$ cat src/rtl/alu_mc_pkg.sv
// rtl/alu_mc_pkg.sv - opcode and FSM state types shared by alu_mc and alu_mc_iter
package alu_mc_pkg;

  localparam logic [2:0] SEL_ADD = 3'b000;
  localparam logic [2:0] SEL_SUB = 3'b001;
  localparam logic [2:0] SEL_AND = 3'b010;
  localparam logic [2:0] SEL_OR  = 3'b011;
  localparam logic [2:0] SEL_NOT = 3'b100;
  localparam logic [2:0] SEL_SHL = 3'b101;
  localparam logic [2:0] SEL_SHR = 3'b110;
  localparam logic [2:0] SEL_MUL = 3'b111;

  typedef enum logic [2:0] {
    OP_ADD = SEL_ADD,
    OP_SUB = SEL_SUB,
    OP_AND = SEL_AND,
    OP_OR  = SEL_OR,
    OP_NOT = SEL_NOT,
    OP_SHL = SEL_SHL,
    OP_SHR = SEL_SHR,
    OP_MUL = SEL_MUL
  } op_e;

  typedef enum logic [1:0] {
    IDLE = 2'd0,
    BUSY = 2'd1,
    DONE = 2'd2
  } state_e;

endpackage

$ cat src/rtl/alu_mc_iter.sv
// rtl/alu_mc_iter.sv - one-step-per-cycle shifter / shift-add multiplier (multiplier only with ALU_MC_MUL_EN)
module alu_mc_iter
  import alu_mc_pkg::*;
#(
  parameter int WIDTH = 32,
  parameter int SHW   = $clog2(WIDTH)
) (
  input  logic             clk,
  input  logic             rst,
  input  logic             start,
  input  logic [2:0]       op,
  input  logic [WIDTH-1:0] a,
  input  logic [WIDTH-1:0] b,
  input  logic [SHW-1:0]   k,
  output logic             done,
  output logic [WIDTH-1:0] res_nxt,
  output logic             c_nxt,
  output logic             v_nxt
);

  localparam int CW = SHW + 1;

  logic [CW-1:0]    cnt;
  logic [2:0]       mode;
  logic [WIDTH-1:0] sr;
  logic [WIDTH-1:0] sr_nxt;

`ifdef ALU_MC_MUL_EN
  logic [2*WIDTH-1:0] mcand;
  logic [2*WIDTH-1:0] acc;
  logic [2*WIDTH-1:0] acc_nxt;
  logic [WIDTH-1:0]   mq;
`else
  logic unused_b;
  assign unused_b = ^b;
`endif

  // the step taken in the current cycle is the last one when one step remains
  assign done = (cnt == CW'(1));

  // state after the step of this cycle; the top captures it on the final step
  always_comb begin
    sr_nxt  = sr;
    res_nxt = sr;
    c_nxt   = 1'b0;
    v_nxt   = 1'b0;
`ifdef ALU_MC_MUL_EN
    acc_nxt = mq[0] ? (acc + mcand) : acc;
`endif
    case (mode)
      SEL_SHL: begin
        sr_nxt  = {sr[WIDTH-2:0], 1'b0};
        res_nxt = {sr[WIDTH-2:0], 1'b0};
        c_nxt   = sr[WIDTH-1];
      end
      SEL_SHR: begin
        sr_nxt  = {1'b0, sr[WIDTH-1:1]};
        res_nxt = {1'b0, sr[WIDTH-1:1]};
        c_nxt   = sr[0];
      end
`ifdef ALU_MC_MUL_EN
      SEL_MUL: begin
        res_nxt = acc_nxt[WIDTH-1:0];
        c_nxt   = |acc_nxt[2*WIDTH-1:WIDTH];
        v_nxt   = |acc_nxt[2*WIDTH-1:WIDTH];
      end
`endif
      default: ;
    endcase
  end

  // load operands on start, then advance one step per cycle until the count runs out
  always_ff @(posedge clk) begin
    if (rst) begin
      cnt   <= '0;
      mode  <= '0;
      sr    <= '0;
`ifdef ALU_MC_MUL_EN
      mcand <= '0;
      acc   <= '0;
      mq    <= '0;
`endif
    end else if (start) begin
      mode  <= op;
      sr    <= a;
      cnt   <= (op == SEL_MUL) ? CW'(WIDTH) : CW'(k);
`ifdef ALU_MC_MUL_EN
      mcand <= {{WIDTH{1'b0}}, a};
      acc   <= '0;
      mq    <= b;
`endif
    end else if (cnt != '0) begin
      cnt   <= cnt - CW'(1);
      sr    <= sr_nxt;
`ifdef ALU_MC_MUL_EN
      mcand <= mcand << 1;
      acc   <= acc_nxt;
      mq    <= mq >> 1;
`endif
    end
  end

endmodule

$ cat src/rtl/alu_mc.sv
// rtl/alu_mc.sv - multi-cycle ALU with valid/ready handshake; define ALU_MC_MUL_EN to include the multiplier
module alu_mc
  import alu_mc_pkg::*;
#(
  parameter int WIDTH = 32,
  parameter int SHW   = $clog2(WIDTH)
) (
  input  logic             clk,
  input  logic             rst,
  input  logic             in_valid,
  output logic             in_ready,
  input  logic [WIDTH-1:0] opA,
  input  logic [WIDTH-1:0] opB,
  input  logic [2:0]       sel,
  output logic             out_valid,
  input  logic             out_ready,
  output logic [WIDTH-1:0] res,
  output logic             z,
  output logic             c,
  output logic             v,
  output logic             n
);

  state_e state;
  state_e state_nxt;
  op_e    op;

  logic [SHW-1:0]   k;
  logic             iter_op;
  logic             start;
  logic             load_now;
  logic             load_iter;
  logic [WIDTH:0]   sum;
  logic [WIDTH:0]   diff;
  logic [WIDTH-1:0] r1;
  logic             c1;
  logic             v1;
  logic             iter_done;
  logic [WIDTH-1:0] iter_res;
  logic             iter_c;
  logic             iter_v;

  assign op   = op_e'(sel);
  assign k    = opB[SHW-1:0];
  assign sum  = {1'b0, opA} + {1'b0, opB};
  assign diff = {1'b0, opA} - {1'b0, opB};

`ifdef ALU_MC_MUL_EN
  assign iter_op = (((op == OP_SHL) || (op == OP_SHR)) && (k != '0)) || (op == OP_MUL);
`else
  assign iter_op = ((op == OP_SHL) || (op == OP_SHR)) && (k != '0);
`endif

  // result and flags of every op that completes on the accepting edge
  always_comb begin
    r1 = '0;
    c1 = 1'b0;
    v1 = 1'b0;
    case (op)
      OP_ADD: begin
        r1 = sum[WIDTH-1:0];
        c1 = sum[WIDTH];
        v1 = (opA[WIDTH-1] == opB[WIDTH-1]) && (sum[WIDTH-1] != opA[WIDTH-1]);
      end
      OP_SUB: begin
        r1 = diff[WIDTH-1:0];
        c1 = ~diff[WIDTH];
        v1 = (opA[WIDTH-1] != opB[WIDTH-1]) && (diff[WIDTH-1] != opA[WIDTH-1]);
      end
      OP_AND: r1 = opA & opB;
      OP_OR:  r1 = opA | opB;
      OP_NOT: r1 = ~opA;
      OP_SHL: r1 = opA;
      OP_SHR: r1 = opA;
      OP_MUL: r1 = '0;
    endcase
  end

  alu_mc_iter #(
    .WIDTH (WIDTH),
    .SHW   (SHW)
  ) u_iter (
    .clk     (clk),
    .rst     (rst),
    .start   (start),
    .op      (sel),
    .a       (opA),
    .b       (opB),
    .k       (k),
    .done    (iter_done),
    .res_nxt (iter_res),
    .c_nxt   (iter_c),
    .v_nxt   (iter_v)
  );

  // state register
  always_ff @(posedge clk) begin
    if (rst) begin
      state <= IDLE;
    end else begin
      state <= state_nxt;
    end
  end

  // next state, handshake outputs and datapath load strobes
  always_comb begin
    state_nxt = state;
    start     = 1'b0;
    load_now  = 1'b0;
    load_iter = 1'b0;
    in_ready  = (state == IDLE);
    out_valid = (state == DONE);
    case (state)
      IDLE: begin
        if (in_valid) begin
          if (iter_op) begin
            start     = 1'b1;
            state_nxt = BUSY;
          end else begin
            load_now  = 1'b1;
            state_nxt = DONE;
          end
        end
      end
      BUSY: begin
        if (iter_done) begin
          load_iter = 1'b1;
          state_nxt = DONE;
        end
      end
      DONE: begin
        if (out_ready) begin
          state_nxt = IDLE;
        end
      end
      default: state_nxt = IDLE;
    endcase
  end

  // result and flag registers, held unchanged while the result waits in DONE
  always_ff @(posedge clk) begin
    if (rst) begin
      res <= '0;
      z   <= 1'b0;
      c   <= 1'b0;
      v   <= 1'b0;
      n   <= 1'b0;
    end else if (load_now) begin
      res <= r1;
      z   <= (r1 == '0);
      c   <= c1;
      v   <= v1;
      n   <= r1[WIDTH-1];
    end else if (load_iter) begin
      res <= iter_res;
      z   <= (iter_res == '0);
      c   <= iter_c;
      v   <= iter_v;
      n   <= iter_res[WIDTH-1];
    end
  end

endmodule

$ cat config.mk
export PLATFORM = sky130hd
export DESIGN_NAME = alu_mc
export DESIGN_NICKNAME = d
export VERILOG_FILES = /design/src/rtl/alu_mc_pkg.sv /design/src/rtl/alu_mc_iter.sv /design/src/rtl/alu_mc.sv
export SDC_FILE = /design/constraint.sdc
export NUM_CORES = 1
export LEC_CHECK = 0
export CORE_ASPECT_RATIO = 1.4
export CORE_UTILIZATION = 45
export CTS_CLUSTER_SIZE = 24
export DETAILED_ROUTE_END_ITERATION = 12
export PLACE_DENSITY = 0.66
export SYNTH_ARGS = -nofsm -noshare
export SYNTH_HDL_FRONTEND = slang
export SYNTH_SLANG_ARGS = --single-unit
$ cat constraint.sdc
create_clock -name clk -period 6 [get_ports clk]
set_clock_uncertainty 0.15 [all_clocks]
set_input_delay 1.2 -clock clk [delete_from_list [all_inputs] [get_ports clk]]
set_output_delay 1.2 -clock clk [all_outputs]
set_load 0.01 [all_outputs]
# --- After elaboration in Yosys (flattened, before gate mapping) ---
# Index checks and enable logic that the tools add are counted.
word_totals:
  ff_bits: 79
  wordCells: 82
  inputBits: 71
classes:
  bitwise: 4
  muxes: 33
  n_addsub: 3
  eq_ne: 19
  n_reduce_logical: 14
ops:
  columns: ["operator", "n"]
  rows:
  - ["$pmux 32 s7", 1]
  - ["$mux 32", 4]
  - ["$logic_not 32->1", 2]
  - ["$pmux 32 s2", 1]
  - ["$add 32x32->33", 1]
  - ["$sub 32x32->33", 1]
  - ["$and 32x32->32", 1]
  - ["$not 32->32", 1]
  - ["$or 32x32->32", 1]
  - ["$eq 3x3->1 const B", 6]
  - ["$mux 6", 3]
  - ["$mux 1", 16]
  - ["$mux 2", 4]
  - ["$eq 3x2->1 const B", 2]
  - ["$eq 6x1->1 const B", 1]
  - ["$pmux 1 s2", 3]
  - ["$pmux 2 s3", 1]
  - ["$reduce_bool 6->1", 1]
  - ["$sub 6x1->6 const B", 1]
  - ["$reduce_bool 5->1", 1]
  - ["$ne 2x2->1 const B", 2]
  - ["$reduce_bool 2->1", 2]
  - ["$eq 3x1->1 const B", 1]
  - ["$logic_and 1x1->1", 3]
  - ["11 further kinds", 13]

# --- Logic depth before layout (Yosys ltp) ---
# Gate-level depths: netlist of run 1.
depth:
  depth_word: 7
  mapped_depth: 15
  ltp_nobuf: 15

# --- Hierarchy ---
# Synthesis of run 1 repeated with hierarchy kept, for this count alone.
unflattened:
  cells_unflattened: 1531
  hier_area_um2: 10812.9
modules_own_cells:
  columns: ["mod", "area_each_um2", "cells_per_inst", "seq_area_each_um2", "instances"]
  rows:
  - ["alu_mc", 7811.2, 1171, 740.7, 1]
  - ["alu_mc_iter", 3001.6, 360, 820.8, 1]

# --- Worst setup path after synthesis of run 1 ---
# No wires, ideal clock.
synth_timing:
  kind: "input -> register"
  from: "input port opA[0]"
  to: "register z"
  slack_ps: 1604
  setup_time_ps: 59
  path_stages: 15
  arrival_time_ps: 4187
  path_cell_list: "inv_1 > ha_1 > inv_1 > fa_1 > and2b_1 > o21ai_0 > o2bb2ai_1 > xnor2_1 > o221ai_1 > or4_1 > or4_1 > nor4_1 > nand4b_1 > nor4_1 > a41o_1"
synth_between:
  elab_chain_len: 4
  word_cells_on_any_way: 8
  cone_classes: "2 x add/sub; 2 x mux; 3 x bitwise; 1 x reduce/logical"
synth_lines:
  columns: ["item", "line", "text"]
  rows:
  - ["start: declaration", "alu_mc.sv:12", "input logic [WIDTH-1:0] opA,"]
  - ["$sub 32x32->33 (tied with other cells)", "alu_mc.sv:46", "assign diff = {1'b0, opA} - {1'b0, opB};"]
  - ["$pmux 32 s7 *", "alu_mc.sv:59", "case (op)"]
  - ["$logic_not 32->1 *", "alu_mc.sv:150", "z <= (r1 == '0);"]
  - ["$mux 1 *", "alu_mc.sv:148", "end else if (load_now) begin"]
  - ["end signal: assignment", "alu_mc.sv:150", null]
  - ["end signal: assignment", "alu_mc.sv:156", "z <= (iter_res == '0);"]
  - ["end: declaration", "alu_mc.sv:18", "output logic z,"]
# Mark *: on every way between the ends. The rest lies on a longest branch, timed or not.
# A chain may end at the register's enable or synchronous reset.

# --- Worst setup path after layout of run 1 ---
# Same ends and word-level chain as after synthesis.

==> impl_summary.md, run 1 <==
Finish
Compared with the post-synthesis result, the final layout area differs by 16.3%. The total inserted antenna cells is 0. The area of all placed cells without fillers is 0.0112 mm^2. The register area is between 0.0015 and 0.002 mm^2.

The number of filler cells placed in the layout is 2,132. The number of nets in the final layout is 1,644. The area of the multi-input gates is 0.00728 mm^2. The library cell used most frequently in the layout, excluding fill and tap cells, is sky130_fd_sc_hd__nor2_1. The library cells used most frequently in the layout, excluding fill and tap cells, are sky130_fd_sc_hd__nor2_1, sky130_fd_sc_hd__a21oi_1, sky130_fd_sc_hd__inv_1. Leaving out filler cells and counting taps, the final layout contains 1,738. Of the cells placed in the final design, the portion with a size suffix greater than 1 is ~5.4%.

Job
Max-cap violations in this run came to 0.

Logic synthesis
The most used flip-flop cell after synthesis is sky130_fd_sc_hd__dfxtp_1. The synthesized area divided by synthesized cell count is 6.82 um^2. In the synthesized netlist, the number of instances is 1,418. The number of nets handed over by synthesis was between 1,500 and 2,000. After synthesis, flip-flops and latches occupy 16.1% of the total area.

The number of distinct standard cells referenced by the synthesized netlist is 74. The number of flip-flops and latches in the synthesized netlist is 78. The mapped netlist covers 0.00967 mm^2. The number of flops mapped to enable cells by yosys is 0. The number of warnings reported in the yosys synthesis log is 0. The proportion of register bits with asynchronous set or reset after synthesis is 0%.

Routing
The number of DRC violations after detailed routing is 0. The routed layout has 11,217 vias. After detailed routing, the number of vias per cell comes to about 6.5. The first detailed-routing pass ran for 5 iterations.

For this block, the routed nets add up to slightly below 40,000 um of wire. The remaining number of nets flagged by the antenna check after routing is 0. The final routed wire length divided by cell count is 22.4 um. The number of DRC markers after the initial detailed-route iteration is 1,086.

CTS
Buffers inserted during clock tree synthesis total 9. The CTS root buffer is sky130_fd_sc_hd__clkbuf_16. The post-CTS setup buffer count is 0.

The total of hold buffers inserted after clock tree synthesis is 0. Counting along the longest clock path gives a buffer depth of 2. The number of sinks driven by the clock tree is between 70 and 80. After clock tree synthesis, the clock-pin slew on the worst setup and hold paths is 0.07 ns.

The H-tree was split into 3 levels. The CTS tree is yes. In this run, post-CTS repair resized a total of 0 instances. The clock reaches the later pin of the worst-skew pair after 0.36 ns.

Global route
The aggregate global routing overflow is 0. The largest net degree at the start of global routing is 79. The first global-routing pass estimated around 60,000 um of wire. The number of global-route vias before repair was 10,527. The initial antenna violation count is 0.

Global routing used 35.0% of the available tracks across all layers.

Power
Across the VDD grid, the largest voltage drop is 0.354 mV. For this design the static power due to leakage is 4.56 nW. Dividing total power by cell area gives a power density of 261 mW/mm^2.

Die
Measured along the y axis, the die boundary spans approximately 180 um. The die covers roughly 0.022 mm^2. The count of boundary I/O pins is roughly 110.

The x dimension of the die is between 100 and 150 um. The floorplan has 63 rows. In this run the standard cell core region covers 0.0211 mm^2.

The initial utilization of the core area, before any placement, comes to a little under half.

Outcome
The flow ran to the end, and the final reports show no timing, DRC or antenna violations.

Setup path
The critical-path maximum fanout is 5. STA puts the critical path data required time at a little over 6 ns. The critical setup path kind is input pin to flip-flop.

The largest individual stage delay along the critical path comes from the cell sky130_fd_sc_hd__or4_1. The worst register-to-register path has a setup slack of 2.23 ns. The buffers plus inverters on the worst setup path is 3. STA puts the critical path data arrival time at 5.39 ns. The worst setup path is launched from an input pin. The largest single stage delay on the critical path is between 0.5 and 0.6 ns.

STA classifies the critical path endpoint as a flip-flop. The signal on the critical path passes through clkdlybuf4s50_1 > inv_1 > ha_1 > inv_1 > fa_1 > and2b_1 > o21ai_0 > o2bb2ai_1 > xnor2_1 > o221ai_1 > or4_1 > or4_1 > nor4_1 > nand4b_1 > nor4_1 > a41o_1. On the critical path the largest part of the delay comes from simple AND/OR/NAND/NOR gates.

STA
The clock period could shrink to roughly 5.2 ns. Adding up every negative setup slack in the final design gives 0 ns. Setup repair after global routing left no endpoint under its margin. At the pin with the least slew margin, the transition time is 1.25 ns. The final number of max-transition violations was 0. Setup violations remaining at the end of the flow were counted as 0. The share of the clock period used by the worst path after layout is 87.5%. Based on the critical path, the design can be clocked at up to ~190 MHz. The hold violation total from the final report is 0. The worst pin sits at a relative slew slack of 16.5%.

Hold path
The path category of the worst min-delay check is flip-flop to flip-flop.

Place
The routability congestion estimate from global placement is 1.02. After detailed placement, the total cell area comes to 0.0110 mm^2. The number of placed cells counting well taps is 1,722. In this run the tool buffered the top-level ports with 108 buffer cells. The HPWL after detailed placement is 29,300 um.
[stage by stage]
step | hold WS (ns) | setup slack, ns | power [mW] | utilization (%)
2_1_floorplan | 0.305 | 1.60 | 1.90 | -
3_3_place_gp | 0.316 | 0.507 | 2.37 | 51.9
3_5_place_dp | 0.332 | 0.412 | 2.37 | 51.9
4_1_cts | 0.353 | 0.750 | 2.90 | 53.3
5_1_grt | 0.386 | 0.345 | 3.14 | 53.3
6_report | 0.355 | 0.752 | 2.93 | 53.3
[report_power, final]
group | internal (mW) | switching, mW | leakage [nW]
logic | 0.637 | 0.971 | 3.78
clock network | 0.294 | 0.241 | 0.135
registers | 0.652 | 0.137 | 0.641
[Yosys cell counts, drive strengths merged (6+ instances only)]
cell	number	area, um^2
o31ai	11	82.6
a21oi	155	776
a22o	30	263
buf	26	134
o21ai	90	454
a31oi	8	50.1
mux2i	9	90.1
o21bai	7	52.6
nor4	18	113
xor2	7	61.3
ha	98	1230
nor2	206	773
nand4	19	119
inv	109	409
o221ai	26	228
nand3	21	105
or4	6	45.0
o22ai	26	163
a41oi	6	52.6
nand2	98	368
a2111oi	8	70.1
nor2b	13	81.3
nor3	20	100
xnor2	33	289
dfxtp	78	1560
a21boi	9	67.6
clkbuf	80	300
o211ai	15	113
a221oi	26	234
nand2b	14	87.6
a21o	10	75.1
a211o	7	61.3
a22oi	6	45.0
a211oi	51	383
[path summary, 6_finish.rpt]
check,from,endpoint,depth (start not counted)
setup / recovery,opA[0],z$_SDFFE_PP0P_,16
setup reg to reg,u_iter.cnt[2]$_SDFFE_PP0P_,z$_SDFFE_PP0P_,10
hold reg to reg,u_iter.mode[2]$_SDFFE_PP0P_,u_iter.mode[2]$_SDFFE_PP0P_,2
hold / removal,u_iter.mode[2]$_SDFFE_PP0P_,u_iter.mode[2]$_SDFFE_PP0P_,2
[worst reg2reg max path, stage by stage (launching register included)]
cell and delay, ns:
sky130_fd_sc_hd__dfxtp_1 0.33, sky130_fd_sc_hd__nor2_1 0.21, sky130_fd_sc_hd__nand3_1 0.16, sky130_fd_sc_hd__nor3b_1 0.60, sky130_fd_sc_hd__nor3_1 0.18, sky130_fd_sc_hd__or4_1 0.53
sky130_fd_sc_hd__or4_1 0.44, sky130_fd_sc_hd__nor4_1 0.44, sky130_fd_sc_hd__nand4b_1 0.15, sky130_fd_sc_hd__nor4_1 0.32, sky130_fd_sc_hd__a41o_1 0.21
[per-layer routing]
layer	vias up	GRT usage, %	wire length, um
li1	5280	-	-
met1	5214	41.5	15000
met2	590	60.3	18700
met3	133	3.99	2740
met4	0	21.7	2470
met5	-	0	0
[logic make-up (layout without fill, tap and decap cells)]
| logic type | count (synthesis) | count (layout) | share of synthesized area (%) |
|---|---|---|---|
| mux | 11 | 11 | 1.28 |
| buf+inv | 217 | 277 | 8.79 |
| xor+xnor | 40 | 40 | 3.62 |
| flops | 78 | 78 | 16.1 |
| compound gates | 531 | 531 | 36.6 |
| simple gates | 441 | 441 | 20.5 |
| fa+ha+maj | 100 | 100 | 13.1 |
[state kept, by name (all words and copies together), names as in the netlist]
register / flops
res: 32
u_iter.sr: 32
u_iter.cnt: 6
state: 2
u_iter.mode: 3
z: 1
v: 1
c: 1
[layout make-up]
class,count,area share [%]
Tap cell,260,2.89
Timing Repair Buffer,150,12.2
Multi-Input combinational cell,1123,64.8
Inverter,111,3.70
Clock buffer,10,2.12
Clock inverter,6,0.412
Sequential cell,78,13.9
(Power assumes the default switching activity.)
==> run 2, diff against run 1 <==
--- a/config.mk
+++ b/config.mk
@@ -6,6 +6,7 @@
 export NUM_CORES = 1
 export LEC_CHECK = 0
 export CORE_ASPECT_RATIO = 1.4
+export CORE_MARGIN = 2
 export CORE_UTILIZATION = 45
 export CTS_CLUSTER_SIZE = 24
 export DETAILED_ROUTE_END_ITERATION = 12
==> impl_summary.md, run 2 (same netlist as run 1, synthesis figures left out) <==
Setup path
In this run the critical register-to-register path is launched from u_iter.cnt[2]$_SDFFE_PP0P_. The critical path data arrival time is 5.69 ns (+0.30 ns). The data required time of the worst path is 6.14 ns (about the same). The cell depth of the worst flop-to-flop path is 10 (unchanged). The most critical setup path has its endpoint at z$_SDFFE_PP0P_. The end of the worst register-to-register path is z$_SDFFE_PP0P_. The critical path in this run is classified as input pin to flip-flop. The critical path startpoint category is an input pin. The critical-path maximum fanout is 10 (+5). The setup slack of the most critical reg-to-reg path is 2.08 ns (-0.15 ns).

The sort of element at the end of the critical path is a flip-flop. The first element of the critical path is opA[7].

Place
The cell area after placement is 0.0109 mm^2 (-0.14%). The number of port buffers was 108 (unchanged). The detailed-placement wirelength estimate is 29,300 um (about the same). The setup slack at placement is 0.204 ns (-0.208 ns). The routability congestion estimate from global placement is 0.989 (-3.5%).

Finish
The area of all placed cells without fillers is 0.0112 mm^2 (about the same). The most frequent standard cell in the layout excluding fill and tap cells is sky130_fd_sc_hd__nor2_1. The largest registers in the layout are res (32), u_iter.sr (32), u_iter.cnt (6).

The final cell utilization of the core is 53.2% (about the same). The number of filler cells placed in the layout is 2,170 (+1.8%). The synthesis-to-finish area growth is 16.3% (about the same). The number of nets in the final layout was 1,642 (-0.12%). The area of the multi-input gates is 0.00728 mm^2 (unchanged). The layout cell share with drive strength beyond 1 is 5.28% (-0.13 points). The total inserted antenna cells is 0 (unchanged).

In the layout the commonest cells are sky130_fd_sc_hd__nor2_1, sky130_fd_sc_hd__a21oi_1, sky130_fd_sc_hd__inv_1. The register area is 0.00156 mm^2 (unchanged).

Global route
The total routing usage reported by global routing is 33.8% (-1.3 points). The aggregate global routing overflow is 0 (unchanged). The initial antenna violation count was 0 (unchanged). The first-pass GRT wire length is 59,800 um (-0.58%).

The number of global-route vias before repair is 10,582 (+0.52%). The largest net degree at the start of global routing is 80 (+1.3%).

STA
The transition time of the tightest slew-check pin is 1.27 ns (+0.0201 ns). The aggregate negative setup slack is 0 ns (unchanged). The setup-violating endpoint count in the final report is 0 (unchanged). The top achievable clock speed is 180 MHz (-5.5%). The worst setup margin came to 0.447 ns (-0.305 ns).

The hold violation total from the final report is 0 (unchanged). Setup repair after global routing left no endpoint under its margin. The worst slew slack as a fraction of its limit is 15.1% (-1.3 points). The share of the clock period used by the worst path after layout is 92.5% (+5.1 points). The final number of max-transition violations is 0 (unchanged). The time the final worst path needs with I/O delays and setup came to 5.55 ns (+0.305 ns).

Routing
The via density per instance is 6.50 (+0.74%). The routed wire length is 39,100 um (+0.48%). The number of DRC markers after the initial detailed-route iteration was 1,179 (+8.6%).

The remaining number of nets flagged by the antenna check after routing is 0 (unchanged). The number of DRC violations after detailed routing is 0 (unchanged). The final routed wire length divided by cell count was 22.5 um (+0.60%). The count of vias placed by the detailed router came to 11,287 (+0.62%). The number of optimization iterations in the first detailed-route pass is 7 (+2).

CTS
The number of sinks driven by the clock tree was 78 (unchanged). The number of CTS-inserted buffers is 9 (unchanged). The total of hold buffers inserted after clock tree synthesis is 0 (unchanged). The H-tree depth is 3 (unchanged). The clock-pin slew on the worst setup and hold paths is 0.06 ns (about the same). TritonCTS built the clock tree.

The number of gates given a new drive strength after cts is 0 (unchanged). The cell sitting at the root of the clock tree is a sky130_fd_sc_hd__clkbuf_16. The clock latency on the worst-skew pair is 0.35 ns (about the same). The post-CTS setup buffer count was 0 (unchanged). The buffer levels on the longest clock path is 2 (unchanged).

Power
The static leakage is 4.56 nW (about the same). The proportion of power drawn by the clock network was 19.1% (+0.9 points). The maximum vdd ir drop came to 0.314 mV (-11%). The sequential fraction of design power is 26.7% (-0.2 points). The switching fraction of total power is 45.7% (-0.26 points). The switching component of the power was 1.36 mW (+0.74%).

The combinational fraction of design power is 54.2% (-0.6 points). The power per standard cell area is 264 mW/mm^2 (+1.3%). The design internal power is 1.61 mW (+1.8%).

Die
The area inside the core boundary is 0.0211 mm^2 (unchanged). The x dimension of the die is 128 um (+1.6%). The count of boundary I/O pins is 109 (unchanged).

The die outline height is 177 um (+1.1%). The starting density of the core is 45.8% (unchanged). The area enclosed by the die boundary is 0.0227 mm^2 (+2.7%). The floorplan row count was 63 (unchanged).

Job
The max-capacitance violation count was 0 (unchanged).

Outcome
The flow ran to the end, and the final reports show no timing, DRC or antenna violations.

Hold path
The min-delay analysis places its worst path in the category flip-flop to flip-flop.
[run 2: cell types whose count changed in the layout (fill, tap and decap cells not counted), sizes merged]
cell      delta
buf          -2
bufinv       +1
clkbuf       -1
clkinv       +1
clkinvlp     -1
[run 2: layout make-up]
cell class	instances	area share [%]
sequential	78	13.9
clock inverter	7	0.656
inverter	111	3.70
tap	260	2.89
timing repair buffer	148	12.1
clock buffer	9	2.00
multi-input combinational	1123	64.8
[run 2: how the worst min path moves through the flow]
stage	start	end	cells past startpoint	slack (ns)
2_1_floorplan	u_iter.mode[2]$_SDFFE_PP0P_	u_iter.mode[2]$_SDFFE_PP0P_	2	0.31
3_3_place_gp	u_iter.mode[2]$_SDFFE_PP0P_	u_iter.mode[2]$_SDFFE_PP0P_	2	0.33
3_5_place_dp	u_iter.mode[2]$_SDFFE_PP0P_	u_iter.mode[2]$_SDFFE_PP0P_	2	0.33
4_1_cts	u_iter.mode[2]$_SDFFE_PP0P_	u_iter.mode[2]$_SDFFE_PP0P_	2	0.35
5_1_grt	u_iter.mode[2]$_SDFFE_PP0P_	u_iter.mode[2]$_SDFFE_PP0P_	2	0.37
6_report	u_iter.mode[2]$_SDFFE_PP0P_	u_iter.mode[2]$_SDFFE_PP0P_	2	0.34
[run 2: metrics by stage]
| stage | hold WS, ns | std cells | total power [mW] |
|---|---|---|---|
| detailed placement | 0.333 | 1720 | 2.37 |
| CTS | 0.347 | 1736 | 2.94 |
| finish | 0.342 | 1736 | 2.97 |
| floorplan | 0.305 | 1418 | 1.90 |
| global route | 0.368 | 1736 | 3.18 |
| global placement | 0.329 | 1720 | 2.37 |
[run 2: critical path, cell delays in order]
cell,delay (ns)
sky130_fd_sc_hd__clkdlybuf4s50_1,0.57
sky130_fd_sc_hd__inv_1,0.09
sky130_fd_sc_hd__ha_1,0.44
sky130_fd_sc_hd__a2111oi_0,0.64
sky130_fd_sc_hd__o21ai_0,0.41
sky130_fd_sc_hd__a21oi_1,0.22
sky130_fd_sc_hd__a21oi_1,0.07
sky130_fd_sc_hd__xnor2_1,0.15
sky130_fd_sc_hd__o21ai_0,0.12
sky130_fd_sc_hd__or4_1,0.57
sky130_fd_sc_hd__nor4_1,0.41
sky130_fd_sc_hd__nand4b_1,0.14
sky130_fd_sc_hd__nor4_1,0.42
sky130_fd_sc_hd__a41o_1,0.23
[run 2: layer usage]
metal | up-vias | global-route usage (%) | wire (um) | share of wire, %
li1 | 5268 | - | - | -
met1 | 5328 | 41.4 | 15700 | 40
met2 | 564 | 56.0 | 18200 | 47
met3 | 127 | 3.62 | 2290 | 5.8
met4 | 0 | 21.6 | 2870 | 7.3
met5 | - | 0 | 0 | 0
[run 2: power by group through the flow]
stage / Clock, mW / Combinational (mW) / Sequential, mW
detailed placement: 0 / 1.58 / 0.796
global placement: 0 / 1.57 / 0.796
finish: 0.567 / 1.61 / 0.793
CTS: 0.567 / 1.59 / 0.786
global route: 0.590 / 1.78 / 0.807
floorplan: 0 / 1.14 / 0.763
